`config.mk`:
```
export PLATFORM = sky130hd
export DESIGN_NAME = mdu_sequencer
export DESIGN_NICKNAME = d
export VERILOG_FILES = /design/src/rtl/mdu_pkg.sv /design/src/rtl/mdu_addsub.sv /design/src/rtl/mdu_sequencer.sv
export SDC_FILE = /design/constraint.sdc
export NUM_CORES = 1
export LEC_CHECK = 0
export ABC_AREA = 1
export ABC_CLOCK_PERIOD_IN_PS = 5910
export BUFFER_PORTS_ARGS = -buffer_cell sky130_fd_sc_hd__buf_2
export CORE_MARGIN = 10
export CORE_UTILIZATION = 50
export DETAILED_ROUTE_END_ITERATION = 16
export PLACE_DENSITY = 0.69
export RECOVER_POWER = 100
export SYNTH_ARGS = -nofsm -noshare
export SYNTH_HDL_FRONTEND = slang
export SYNTH_SLANG_ARGS = --single-unit
```
`constraint.sdc`:
```
create_clock -name clk -period 5.91 [get_ports clk]
set_input_delay 1.182 -clock clk [delete_from_list [all_inputs] [get_ports clk]]
set_output_delay 1.182 -clock clk [all_outputs]
set_load 0.02 [all_outputs]
```
`src/rtl/mdu_pkg.sv`:
```
// Shared encodings for the multiply/divide sequencer: operation codes and FSM states.
package mdu_pkg;

    typedef enum logic [1:0] {
        OP_MULTU = 2'b00,
        OP_MULT  = 2'b01,
        OP_DIVU  = 2'b10,
        OP_DIV   = 2'b11
    } op_e;

    typedef enum logic [1:0] {
        S_IDLE = 2'b00,
        S_PRE  = 2'b01,
        S_RUN  = 2'b10,
        S_POST = 2'b11
    } state_e;

endpackage

```
`src/rtl/mdu_addsub.sv`:
```
// Shared N-bit add/subtract for the iterative datapath; purely combinational.
// sub=1 computes in1 - in2 as in1 + ~in2 + 1, so cout=1 means no borrow.
module mdu_addsub #(
    parameter int N = 33
) (
    input  logic [N-1:0] in1,
    input  logic [N-1:0] in2,
    input  logic         sub,
    output logic [N-1:0] sum,
    output logic         cout
);

    logic [N-1:0] in2_eff;

    assign in2_eff     = in2 ^ {N{sub}};
    assign {cout, sum} = {1'b0, in1} + {1'b0, in2_eff} + {{N{1'b0}}, sub};

endmodule

```
`src/rtl/mdu_sequencer.sv`:
```
// Iterative MULT/MULTU/DIV/DIVU over one shared adder; owns HI/LO. Latency WIDTH+2 cycles.
// No backpressure: start is ignored while busy, MTHI/MTLO only honoured when idle and start is low.
module mdu_sequencer
    import mdu_pkg::*;
#(
    parameter int WIDTH = 32,
    parameter int CNT_W = $clog2(WIDTH)
) (
    input  logic             clk,
    input  logic             rst_n,
    input  logic             start,
    input  logic [1:0]       op,
    input  logic [WIDTH-1:0] a,
    input  logic [WIDTH-1:0] b,
    input  logic             wr_hi,
    input  logic             wr_lo,
    input  logic [WIDTH-1:0] wr_data,
    output logic             busy,
    output logic             done,
    output logic [WIDTH-1:0] hi,
    output logic [WIDTH-1:0] lo
);

    state_e             state;
    logic [CNT_W-1:0]   cnt;
    op_e                op_q;
    logic [WIDTH-1:0]   a_q;
    logic [WIDTH-1:0]   b_q;
    logic [WIDTH-1:0]   opd;     // |a| for multiply, |b| for divide
    logic [WIDTH:0]     acc;     // multiply accumulator / divide remainder
    logic [WIDTH-1:0]   mlo;     // multiplier shifter / quotient shifter
    logic               neg_q;
    logic               neg_r;
    logic               div0;

    logic               is_signed;
    logic               is_mul;
    logic [WIDTH-1:0]   a_abs;
    logic [WIDTH-1:0]   b_abs;
    logic [WIDTH:0]     shifted;
    logic [WIDTH:0]     add_in1;
    logic [WIDTH:0]     add_in2;
    logic               add_sub;
    logic [WIDTH:0]     add_sum;
    logic               add_cout;
    logic [2*WIDTH-1:0] prod;
    logic [2*WIDTH-1:0] prod_fix;
    logic [WIDTH-1:0]   quo_fix;
    logic [WIDTH-1:0]   rem_fix;

    assign busy = (state != S_IDLE);

    always_comb begin
        is_signed = op_q[0];
        is_mul    = ~op_q[1];
        // MIN negates to itself, which is then correctly read as unsigned 2^(WIDTH-1)
        a_abs     = (is_signed && a_q[WIDTH-1]) ? -a_q : a_q;
        b_abs     = (is_signed && b_q[WIDTH-1]) ? -b_q : b_q;
        shifted   = {acc[WIDTH-1:0], mlo[WIDTH-1]};
        add_in1   = is_mul ? acc : shifted;
        add_in2   = (is_mul && !mlo[0]) ? '0 : {1'b0, opd};
        add_sub   = ~is_mul;
        prod      = {acc[WIDTH-1:0], mlo};
        prod_fix  = neg_q ? -prod : prod;
        quo_fix   = neg_q ? -mlo : mlo;
        rem_fix   = neg_r ? -acc[WIDTH-1:0] : acc[WIDTH-1:0];
    end

    mdu_addsub #(
        .N (WIDTH + 1)
    ) u_addsub (
        .in1  (add_in1),
        .in2  (add_in2),
        .sub  (add_sub),
        .sum  (add_sum),
        .cout (add_cout)
    );

    always_ff @(posedge clk or negedge rst_n) begin
        if (!rst_n) begin
            state <= S_IDLE;
            cnt   <= '0;
            op_q  <= OP_MULTU;
            a_q   <= '0;
            b_q   <= '0;
            opd   <= '0;
            acc   <= '0;
            mlo   <= '0;
            neg_q <= 1'b0;
            neg_r <= 1'b0;
            div0  <= 1'b0;
            hi    <= '0;
            lo    <= '0;
            done  <= 1'b0;
        end else begin
            done <= 1'b0;
            case (state)
                S_IDLE: begin
                    if (start) begin
                        state <= S_PRE;
                        op_q  <= op_e'(op);
                        a_q   <= a;
                        b_q   <= b;
                    end else begin
                        if (wr_hi) hi <= wr_data;
                        if (wr_lo) lo <= wr_data;
                    end
                end
                S_PRE: begin
                    neg_q <= is_signed & (a_q[WIDTH-1] ^ b_q[WIDTH-1]);
                    neg_r <= is_signed & a_q[WIDTH-1];
                    div0  <= ~is_mul & (b_q == '0);
                    acc   <= '0;
                    cnt   <= '0;
                    if (is_mul) begin
                        opd <= a_abs;
                        mlo <= b_abs;
                    end else begin
                        opd <= b_abs;
                        mlo <= a_abs;
                    end
                    state <= S_RUN;
                end
                S_RUN: begin
                    if (is_mul) begin
                        acc <= {1'b0, add_sum[WIDTH:1]};
                        mlo <= {add_sum[0], mlo[WIDTH-1:1]};
                    end else if (add_cout) begin
                        acc <= add_sum;
                        mlo <= {mlo[WIDTH-2:0], 1'b1};
                    end else begin
                        acc <= shifted;
                        mlo <= {mlo[WIDTH-2:0], 1'b0};
                    end
                    cnt <= cnt + CNT_W'(1);
                    if (cnt == CNT_W'(WIDTH - 1)) state <= S_POST;
                end
                S_POST: begin
                    state <= S_IDLE;
                    done  <= 1'b1;
                    if (is_mul) begin
                        hi <= prod_fix[2*WIDTH-1:WIDTH];
                        lo <= prod_fix[WIDTH-1:0];
                    end else if (div0) begin
                        hi <= a_q;
                        lo <= '1;
                    end else begin
                        hi <= rem_fix;
                        lo <= quo_fix;
                    end
                end
                default: state <= S_IDLE;
            endcase
        end
    end

endmodule

```
==> impl_metrics.ini <==
[power_and_ir_drop]
max-vdd-ir-drop_mv = 0.801
cellLeakagePower_nw = 10.3
power-per-cell-area_nw_per_um2 = 674

[drt]
via_count = 22354
totalWireLength_um = 85100
detail_route.first_pass.iterations = 7
initialDrtViolationCount = 2732
routedWlPerCell_um = 22.6
remaining_drc_errors = 0
vias_per_cell = 5.94
routed-wl-met2_um = 38100
ant_nets = 0
topRoutingLayerUsed = met4
wl_met3_um = 8220
wl_met1_um = 34200

[worst_setup_path]
r2r_setup_slack_ns = 1.14
critical_path_peak_fanout = 66
cp_cell_sequence = inv_1, ha_1, clkinv_1, clkbuf_1, nor2_1, a22oi_1, o21ai_0
r2r_start = state[0]
slowest_delay_ns = 2.24
setup.worst_path.class = reg2reg
cp_top_family = buffers and inverters
cp-end-kind = register
crit-reg2reg-capture = mlo[0]
worstPathBufferInverterCount = 3
crit_path_start_kind = register
worst_ep_arrival_time_ns = 5.22
cp_max_delay_cell = clkbuf_1
timing.reg2reg.worst_path_depth = 7
cp_data_required_time_ns = 6.36

[synthesis]
synth.largest_area_cell = dfrtp_1
post_synth_main_area_contributors = dfrtp_1 (30%), nand2_1 (15%), nor2_1 (8.8%)
summed_instance_area_of_the_synthesized_netlist_sq_um = 19700
synth_fp_nets = 3315
synth-warning-count = 0
yosys_register_bits = 238
syn-instance-count = 3170
syn_avg_cell_area_sq_um = 6.21
number_of_enable_flip_flop_cells_after_synthesis = 0
ys_types = 50
yosys.area.top_type_share = 0.303
synth-main-ff-cell = dfrtp_1
synth-seq-area-share = 0.303
async_reset_ff_frac = 1.00

[placement]
port-buffer-count = 168
gp_congestion = 1.06
detailed_place_hpwl_um = 66200
detailedPlace.worstSlack_ns = 2.07

[timing]
setup_viol = 0
total_count_of_hold_check_failures_in_the_final_report = 0
final.period_utilization = 0.807
setup_total_negative_slack_ns = 0
timing.fmax_ghz = 0.210
postLayoutSetupSlackWorst_ns = 1.14
least_margin_pin_slew_ns = 3.21
fin_crit_ns = 4.77
rsz0062_at_grt = no
slew_headroom = -1.14
drv_slew = 332
skew_ns = 0.0251

[global_route]
grt_first_pass_wirelength_um = 127000
grt_max_degree = 169
antenna_found_initial = 0
globalRouteOverflowTotal = 0
first_global_vias = 20689
groute.usage.overall = 0.343

[finish]
num-fill-cells = 4065
final_layout_size_suffix_gt1_frac = 0.0700
areaGrowthSynthToFinish_pct = 9.03
finish.net_count = 3371

[hold_path]
hp-class = reg2reg
holdPathEnd = lo[20]
hold_path.startpoint = lo[20]
min_delay_path_depth = 2

[die]
initial_cell_density_of_the_core = 0.508
io_pins = 169
num_rows = 72
dieWidth_um = 218
core-area_sq_um = 38700
die_area_sq_um = 47700
fp.dieH_um = 218

[clock_network]
hold_buffers = 0
tritoncts = done
clk_transition_reported_paths_ns = 0.06
h-tree-depth = 1
cts.root.buffer_cell = clkbuf_16
cts_buffer_count = 28
cts_repair_resize_count = 0
clkSinkCount = 238
cts.path.max_buffers = 3
cts_post_setup_buffers_inserted = 0
worst_skew_pair.late_latency_ns = 0.60

[flow_run]
cap_viol_max_count = 5

[outcome]
violations = max-capacitance violations, max-slew violations
outcome = complete, but fails checks
[cells by family (layout without fill, tap and decap cells)]
family / Yosys count / count (layout) / synth area share
muxes: 10 / 10 / 0.00572
AOI/OAI and AO/OA: 733 / 733 / 0.202
and+or+nand+nor: 1618 / 1618 / 0.339
buffers and inverters: 451 / 525 / 0.0894
xor gates and xnor gates: 78 / 78 / 0.0347
DFF: 238 / 238 / 0.303
other: 0 / 1 / 0
adders and majority gates: 42 / 42 / 0.0271
[worst max path at each step]
stage / slack [ns] / cells after the start / to / start
2_1_floorplan: 2.81 / 18 / acc[15] / op_q[1]
3_3_place_gp: 2.11 / 15 / acc[11] / mlo[0]
3_5_place_dp: 2.07 / 17 / acc[11] / mlo[0]
4_1_cts: 2.03 / 17 / acc[11] / mlo[0]
5_1_grt: 0.92 / 7 / mlo[0] / state[0]
6_report: 1.14 / 7 / mlo[0] / state[0]
[metal layers]
metal,vias up,global-route usage
met3,211,0.0725
met2,1209,0.537
met4,0,0.162
met5,-,0
li1,10509,-
met1,10425,0.446
[through the flow]
stage               power, mW  cell area [sq um]  hold slack [ns]   util  instances
floorplan                9.34              19700            0.467      -       3170
global placement         12.4              20700            0.467  0.535       3714
detailed placement       12.6              20700            0.471  0.535       3714
CTS                      14.3              21600            0.485  0.558       3762
global route             15.5              21400            0.522  0.554       3762
finish                   14.5              21500            0.490  0.554       3763
[placed cells by master, fill, tap and decap left out, types with 41 or more instances in the layout]
cell type	n
buf_2	101
a21oi_1	335
nor2_1	460
o211ai_1	42
o21ai_0	268
inv_1	279
nand2_1	806
ha_1	41
nand3_1	247
dfrtp_1	236
xor2_1	73
clkbuf_1	79
[power breakdown]
part / switching, mW / leakage (nW) / internal [mW]
combinational: 6.87 / 7.12 / 2.69
sequential: 0.826 / 2.78 / 2.39
clock: 0.744 / 0.425 / 0.946
[layout make-up]
class                      count  area [sq um]  area share
antenna                        1          2.50    0.000117
clock buffer                  42           813      0.0379
clock inverter                 6          57.6     0.00268
inverter                     287          1080      0.0503
multi-input combinational   2481         11900       0.557
sequential                   238          5960       0.278
tap                          518           648      0.0302
timing repair buffer         190           942      0.0439
[state kept, by name, summed over array words and instances (netlist names)]
signal and cells:
cnt 5, neg_r 1, lo 32, opd 32, mlo 32, acc 33
done 1, hi 32, div0 1, b_q 32, op_q 2, state 2
neg_q 1, a_q 32
[worst min-delay path: cells and delay by family (launching register included)]
kind	cells	cell delay [ns]
simple gates	1	0.05
compound gates	1	0.06
flops	1	0.34
[synth_stat cells (12+ instances only)]
| master | count |
|---|---|
| inv_1 | 278 |
| nand4_1 | 26 |
| nand3_1 | 247 |
| buf_2 | 13 |
| ha_1 | 41 |
| dfrtp_1 | 238 |
| o21ai_1 | 18 |
| a21oi_1 | 335 |
| buf_1 | 17 |
| o21bai_1 | 12 |
| clkbuf_1 | 126 |
| o211ai_1 | 42 |
| o21ai_0 | 260 |
| xor2_1 | 73 |
| nor3_1 | 28 |
| or2_2 | 18 |
| nand2_1 | 806 |
| nor2_2 | 12 |
| nor2_1 | 460 |
| a22oi_1 | 12 |
Power figures use the tool's default switching activity.
